==> src/rtl/vga_line_fetch_ctrl_if.sv <==
// Memory read port and line-buffer write port of the VGA line fetcher.
// master = fetch controller, slave = memory / line-buffer side.
interface vga_line_fetch_ctrl_if #(
    parameter int ADDR_W = 17,
    parameter int DATA_W = 32,
    parameter int LB_AW  = 8
) ();
    logic              mem_req;
    logic [ADDR_W-1:0] mem_addr;
    logic              mem_ack;
    logic [DATA_W-1:0] mem_data;
    logic              lb_we;
    logic              lb_bank;
    logic [LB_AW-1:0]  lb_waddr;
    logic [DATA_W-1:0] lb_wdata;

    modport master (
        output mem_req, mem_addr,
        input  mem_ack, mem_data,
        output lb_we, lb_bank, lb_waddr, lb_wdata
    );

    modport slave (
        input  mem_req, mem_addr,
        output mem_ack, mem_data,
        input  lb_we, lb_bank, lb_waddr, lb_wdata
    );
endinterface

==> src/rtl/vga_line_fetch_ctrl.sv <==
// Ping-pong line fetcher: while line v is displayed, line v+1 is read into the other bank.
// Optional macro UNDERRUN_CNT_EN adds a saturating 16-bit underrun counter output.
//
// state | meaning
// IDLE  | waiting for cnt_h==0 trigger
// REQ   | mem_req high, waiting for mem_ack
// WR    | writing captured word to the line buffer
module vga_line_fetch_ctrl #(
    parameter int H_TOTAL        = 800,
    parameter int V_TOTAL        = 525,
    parameter int V_ACTIVE       = 480,
    parameter int WORDS_PER_LINE = 160,
    parameter int DATA_W         = 32,
    parameter int ADDR_W         = 17,
    parameter int BASE_ADDR      = 0
) (
    input  logic       clk,
    input  logic       reset,
    input  logic       enable,
    input  logic [9:0] cnt_h,
    input  logic [9:0] cnt_v,
    vga_line_fetch_ctrl_if.master bus,
    output logic       fetch_busy,
    output logic       line_done,
    output logic       underrun
`ifdef UNDERRUN_CNT_EN
    ,output logic [15:0] underrun_count
`endif
);
    localparam int          LB_AW  = $clog2(WORDS_PER_LINE);
    localparam logic [9:0]  H_LAST = 10'(H_TOTAL - 1);
    localparam logic [9:0]  V_LAST = 10'(V_TOTAL - 1);
    localparam logic [9:0]  V_ACT  = 10'(V_ACTIVE);
    localparam logic [LB_AW-1:0] W_LAST = LB_AW'(WORDS_PER_LINE - 1);
    localparam logic [31:0] WPL32  = 32'(WORDS_PER_LINE);
    localparam logic [31:0] BASE32 = 32'(BASE_ADDR);

    typedef enum logic [1:0] {IDLE, REQ, WR} state_t;

    state_t              state_q, state_d;
    logic [LB_AW-1:0]    word_q;
    logic [DATA_W-1:0]   data_q;
    logic                bank_q;
    logic [ADDR_W-1:0]   line_base_q;

    logic [9:0]          tgt;
    logic [31:0]         line_calc;
    logic [ADDR_W-1:0]   addr_cur;
    logic                trig;
    logic                deadline;
    logic                last_word;
    logic                load;
    logic                capture;
    logic                advance;

    // Line after the last line of the frame wraps to line 0.
    assign tgt       = (cnt_v == V_LAST) ? 10'd0 : cnt_v + 10'd1;
    assign line_calc = BASE32 + 32'(tgt) * WPL32;
    assign trig      = (state_q == IDLE) && enable && (cnt_h == 10'd0) && (tgt < V_ACT);
    assign deadline  = (cnt_h == H_LAST);
    assign last_word = (word_q == W_LAST);
    assign addr_cur  = line_base_q + ADDR_W'(word_q);

    always_comb begin
        state_d = state_q;
        load    = 1'b0;
        capture = 1'b0;
        advance = 1'b0;
        case (state_q)
            IDLE: begin
                if (trig) begin
                    state_d = REQ;
                    load    = 1'b1;
                end
            end
            REQ: begin
                if (bus.mem_ack) begin
                    state_d = WR;
                    capture = 1'b1;
                end
            end
            WR: begin
                if (last_word) begin
                    state_d = IDLE;
                end else begin
                    state_d = REQ;
                    advance = 1'b1;
                end
            end
            default: state_d = IDLE;
        endcase
        // Deadline abort wins over everything; a late ack is dropped.
        if (deadline && state_q != IDLE) begin
            state_d = IDLE;
            capture = 1'b0;
            advance = 1'b0;
        end
    end

    always_ff @(posedge clk) begin
        if (reset) begin
            state_q     <= IDLE;
            word_q      <= '0;
            data_q      <= '0;
            bank_q      <= 1'b0;
            line_base_q <= '0;
        end else begin
            state_q <= state_d;
            if (load) begin
                word_q      <= '0;
                bank_q      <= tgt[0];
                line_base_q <= ADDR_W'(line_calc);
            end
            if (capture) data_q <= bus.mem_data;
            if (advance) word_q <= word_q + LB_AW'(1);
        end
    end

    assign bus.mem_req  = (state_q == REQ);
    assign bus.mem_addr = (state_q == REQ) ? addr_cur : '0;
    assign bus.lb_we    = (state_q == WR);
    assign bus.lb_bank  = bank_q;
    assign bus.lb_waddr = word_q;
    assign bus.lb_wdata = data_q;

    assign fetch_busy = (state_q != IDLE);
    assign line_done  = (state_q == WR) && last_word;
    assign underrun   = deadline && (state_q != IDLE);

`ifdef UNDERRUN_CNT_EN
    always_ff @(posedge clk) begin
        if (reset) begin
            underrun_count <= '0;
        end else if (underrun && underrun_count != 16'hFFFF) begin
            underrun_count <= underrun_count + 16'd1;
        end
    end
`endif
endmodule
==> src/flat_wrapper.sv <==
// flat-port wrapper written by rule: the top's interface ports become plain ports
module vga_line_fetch_ctrl_flat 
#(
    parameter int H_TOTAL        = 800,
    parameter int V_TOTAL        = 525,
    parameter int V_ACTIVE       = 480,
    parameter int WORDS_PER_LINE = 160,
    parameter int DATA_W         = 32,
    parameter int ADDR_W         = 17,
    parameter int BASE_ADDR      = 0
)
  (clk, reset, enable, cnt_h, cnt_v, fetch_busy, line_done, underrun, bus_mem_req, bus_mem_addr, bus_mem_ack, bus_mem_data, bus_lb_we, bus_lb_bank, bus_lb_waddr, bus_lb_wdata);
  vga_line_fetch_ctrl_if #(.ADDR_W(ADDR_W), .DATA_W(DATA_W)) bus_i ();
  input  logic clk;
  input  logic reset;
  input  logic enable;
  input  logic [9:0] cnt_h;
  input  logic [9:0] cnt_v;
  output logic fetch_busy;
  output logic line_done;
  output logic underrun;
  output wire logic [$bits(bus_i.mem_req)-1:0] bus_mem_req;
  output wire logic [$bits(bus_i.mem_addr)-1:0] bus_mem_addr;
  input wire logic [$bits(bus_i.mem_ack)-1:0] bus_mem_ack;
  input wire logic [$bits(bus_i.mem_data)-1:0] bus_mem_data;
  output wire logic [$bits(bus_i.lb_we)-1:0] bus_lb_we;
  output wire logic [$bits(bus_i.lb_bank)-1:0] bus_lb_bank;
  output wire logic [$bits(bus_i.lb_waddr)-1:0] bus_lb_waddr;
  output wire logic [$bits(bus_i.lb_wdata)-1:0] bus_lb_wdata;
  assign bus_mem_req = bus_i.mem_req;
  assign bus_mem_addr = bus_i.mem_addr;
  assign bus_i.mem_ack = bus_mem_ack;
  assign bus_i.mem_data = bus_mem_data;
  assign bus_lb_we = bus_i.lb_we;
  assign bus_lb_bank = bus_i.lb_bank;
  assign bus_lb_waddr = bus_i.lb_waddr;
  assign bus_lb_wdata = bus_i.lb_wdata;
  vga_line_fetch_ctrl #(.H_TOTAL(H_TOTAL), .V_TOTAL(V_TOTAL), .V_ACTIVE(V_ACTIVE), .WORDS_PER_LINE(WORDS_PER_LINE), .DATA_W(DATA_W), .ADDR_W(ADDR_W), .BASE_ADDR(BASE_ADDR)) u_core (.clk(clk), .reset(reset), .enable(enable), .cnt_h(cnt_h), .cnt_v(cnt_v), .bus(bus_i), .fetch_busy(fetch_busy), .line_done(line_done), .underrun(underrun));
endmodule
==> config.mk <==
export PLATFORM = sky130hd
export DESIGN_NAME = vga_line_fetch_ctrl_flat
export DESIGN_NICKNAME = d
export VERILOG_FILES = /design/src/rtl/vga_line_fetch_ctrl_if.sv /design/src/rtl/vga_line_fetch_ctrl.sv /design/src/flat_wrapper.sv
export SDC_FILE = /design/constraint.sdc
export NUM_CORES = 1
export LEC_CHECK = 0
export CAP_MARGIN = 30
export CORE_MARGIN = 2
export CORE_UTILIZATION = 35
export CTS_BUF_LIST = sky130_fd_sc_hd__clkbuf_8 sky130_fd_sc_hd__clkbuf_16
export DETAILED_ROUTE_END_ITERATION = 10
export GPL_ROUTABILITY_DRIVEN = 0
export GPL_TIMING_DRIVEN = 0
export HOLD_SLACK_MARGIN = 0.1
export PLACE_DENSITY = 0.74
export SETUP_SLACK_MARGIN = 0.5
export SLEW_MARGIN = 20
export SYNTH_ARGS = -nofsm -noshare
export SYNTH_HDL_FRONTEND = slang
export SYNTH_SLANG_ARGS = --single-unit
==> constraint.sdc <==
create_clock -name clk -period 3.43 [get_ports clk]
set_clock_uncertainty 0.1 [all_clocks]
set_input_delay 0.343 -clock clk [delete_from_list [all_inputs] [get_ports clk]]
set_output_delay 0.343 -clock clk [all_outputs]
set_load 0.02 [all_outputs]
==> results.json <==
{
  "status": "complete, no violations",
  "hold_buffers": 0,
  "n_fill_cell": 869,
  "rows": 35,
  "drive_gt1_frac": 0.1168,
  "cts_tree": "done",
  "timing.fmax_mhz": 346.2,
  "setup_viol": 0,
  "synthCells": 401,
  "ys.flop_type": "dfxtp_1",
  "required_ns": 3.55,
  "drt-initial-drc-count": 112,
  "synth_fa_ha_area_frac": 0.09715,
  "antenna_found_initial": 0,
  "cts_root_buf": "clkbuf_8",
  "synth_largest_area_cell": "dfxtp_1",
  "worst_setup_path_start_kind": "input port",
  "startpoint": "cnt_v[9]",
  "wl_um": 9089,
  "synth_top_family_by_area": "simple AND/OR/NAND/NOR gates",
  "critPathCaptureType": "flop",
  "r2r-end": "u_core.bus.lb_waddr[0]",
  "dieArea_um2": 10060,
  "synth_fp_nets": 481,
  "max-clock-path-buffers": 2,
  "path_clk_slew_ns": 0.09,
  "die_h_um": 100.3,
  "synth.top_cell.area_share": 0.3331,
  "relSlewSlack": 0.6533,
  "finalNonFillerCells": 642,
  "dieWidth_um": 100.3,
  "cellPowerDensity_nw_per_um2": 257.1,
  "tightest_slew_ns": 0.5201,
  "grt_max_degree": 17,
  "syn_avg_cell_area_um2": 8.094,
  "grt_pass1_wl_um": 14990,
  "path_class": "input port to flop",
  "synth_edf_count": 0,
  "synth.most_common_cell": "nand2_1",
  "hold_path_class": "input port to flop",
  "cts.sinks": 54,
  "drc": 0,
  "clk_latency_ns": 0.30,
  "wl_per_cell_um": 14.16,
  "cp.arrival_ns": 3.01,
  "coreArea_um2": 9109,
  "area_growth_pct": 46.18,
  "synth-seq-cells": 54,
  "viasPerCell": 5.204,
  "synth_common_cells": "nand2_1, dfxtp_1, a21oi_1",
  "critPathMaxFanout": 4,
  "synth_compound_area_frac": 0.1951,
  "ys_warn_count": 0,
  "numCtsBuffers": 5,
  "synth_xor_area_frac": 0.06476,
  "report.final.slew_viol_count": 0,
  "ios": 119,
  "grt.overflow.total": 0,
  "regToRegStartpoint": "u_core.bus.lb_waddr[0]",
  "cp-endpoint": "u_core.line_base_q[14]",
  "ys_types": 55,
  "synth-simple-area-share": 0.2652,
  "max-vdd-ir-drop_uv": 144.9,
  "path_common_cell": "o31ai_2",
  "diodes": 0,
  "cp_slowest_stage_delay_ns": 0.35,
  "min_period_ns": 2.888,
  "synthTopCellsByArea": "dfxtp_1, nand2_1, ha_1",
  "rsz0062_at_grt": "true",
  "globalRouteTotalUtil": 0.1804,
  "ant_nets": 0,
  "dp_cells": 629,
  "timing.final.crit_share": 0.8421,
  "slowest_stage": "fa_2",
  "h-tree-depth": 2,
  "drt_first_pass_iters": 4,
  "rrSetupSlack_ns": 1.36,
  "maxCapViolations": 0,
  "grt_pass1_vias": 3278,
  "num-nets-final": 611,
  "vias": 3341,
  "hold_viol": 0,
  "start_util": 0.3563,
  "yosysSeqAreaShare": 0.3331,
  "path_cells": "clkdlybuf4s15_1, nand4_1, nor4_4, and2b_2, ha_4, ha_2, fa_2, a211oi_2, nor2_2, o31ai_2, nand2_1, o31ai_2",
  "power_leakage_uw": 0.001749,
  "syn_area_um2": 3246,
  "synth_mux_area_frac": 0.003470,
  "async_reset_ff_frac": 0,
  "utilization": 0.5209,
  "port_buffers": 117,
  "dp.final_hpwl_um": 7214,
  "r2r_cells": 6
}
==> where the power goes <==
part,internal [uW],switching [uW],leakage (uW)
registers,626,0.0821,0.000436
clock network,140,204,0.0000362
logic,127,122,0.00128
==> per-layer routing <==
metal / track usage / wire length, um
met1: 0.2317 / 4056
met2: 0.3160 / 4518
met3: 0.02855 / 384
met4: 0.04426 / 129
met5: 0 / 0
==> sequential cells by signal (all words and copies together), names as in the netlist <==
signal,count
u_core.bus.lb_waddr,8
u_core.line_base_q,12
u_core.bus.lb_wdata,32
u_core.state_q,2
==> area by class of cell <==
cell class	count	area, um2	share of cell area
multi-input combinational	318	2093	0.4412
timing repair buffer	123	1194	0.2516
sequential	54	1084	0.2284
tap	111	138.9	0.02927
buffer	18	92.59	0.01951
clock buffer	5	68.82	0.01450
inverter	11	58.81	0.01239
clock inverter	2	15.01	0.003165
==> layout by cell type (no fill, tap or decap), types with 10 or more instances in the layout <==
cell	n
dfxtp_1	52
a21oi_1	44
o21ai_0	10
xnor2_1	12
clkdlybuf4s50_1	102
nand2_1	77
nand3_1	20
nor2_1	26
ha_1	19
clkbuf_1	10
xor2_1	12
==> cell families (layout without fill, tap and decap cells) <==
group / Yosys count / in the layout
and+or+nand+nor: 176 / 176
AOI/OAI and AO/OA: 93 / 93
DFF: 54 / 54
buffers and inverters: 29 / 159
adders and majority gates: 24 / 24
xor gates and xnor gates: 24 / 24
muxes: 1 / 1
==> what timing repair did <==
item,CTS,global route
endpoints found under the setup margin,17,12
pin swaps,8,7
gates resized for setup,35,21
setup buffers,6,0
==> critical path, delay by kind of cell <==
kind | cells | cell delay [ns]
AND/OR/NAND/NOR | 5 | 0.98
buffers and inverters | 1 | 0.26
adder cells (fa/ha/maj) | 3 | 0.75
AO/OA/AOI/OAI | 3 | 0.69
==> stage by stage <==
stage	hold WS (ns)	cell area (um2)	worst slack, ns	TNS, ns	total power, uW
final	0.3451	4745	0.5418	0	1220
after global placement	0.3414	4601	-0.7206	-3.054	875.5
after CTS	0.3577	4736	0.4741	0	1225
after global routing	0.3543	4745	0.4822	0	1283
after detailed placement	0.3453	4601	-0.7624	-3.281	878.6
after floorplan	0.3533	3291	0.3215	0	773.5
==> how the worst min path moves through the flow <==
stage / cells past startpoint / from / slack, ns / endpoint
after floorplan: 2 / u_core.line_base_q[7] / 0.35 / u_core.line_base_q[7]
after global placement: 2 / u_core.bus.lb_wdata[16] / 0.34 / u_core.bus.lb_wdata[16]
after detailed placement: 2 / u_core.bus.lb_wdata[29] / 0.35 / u_core.bus.lb_wdata[29]
after CTS: 2 / u_core.bus.lb_wdata[29] / 0.36 / u_core.bus.lb_wdata[29]
after global routing: 4 / cnt_v[0] / 0.35 / u_core.line_base_q[5]
final: 4 / cnt_v[0] / 0.35 / u_core.line_base_q[5]
Power figures use the tool's default switching activity.
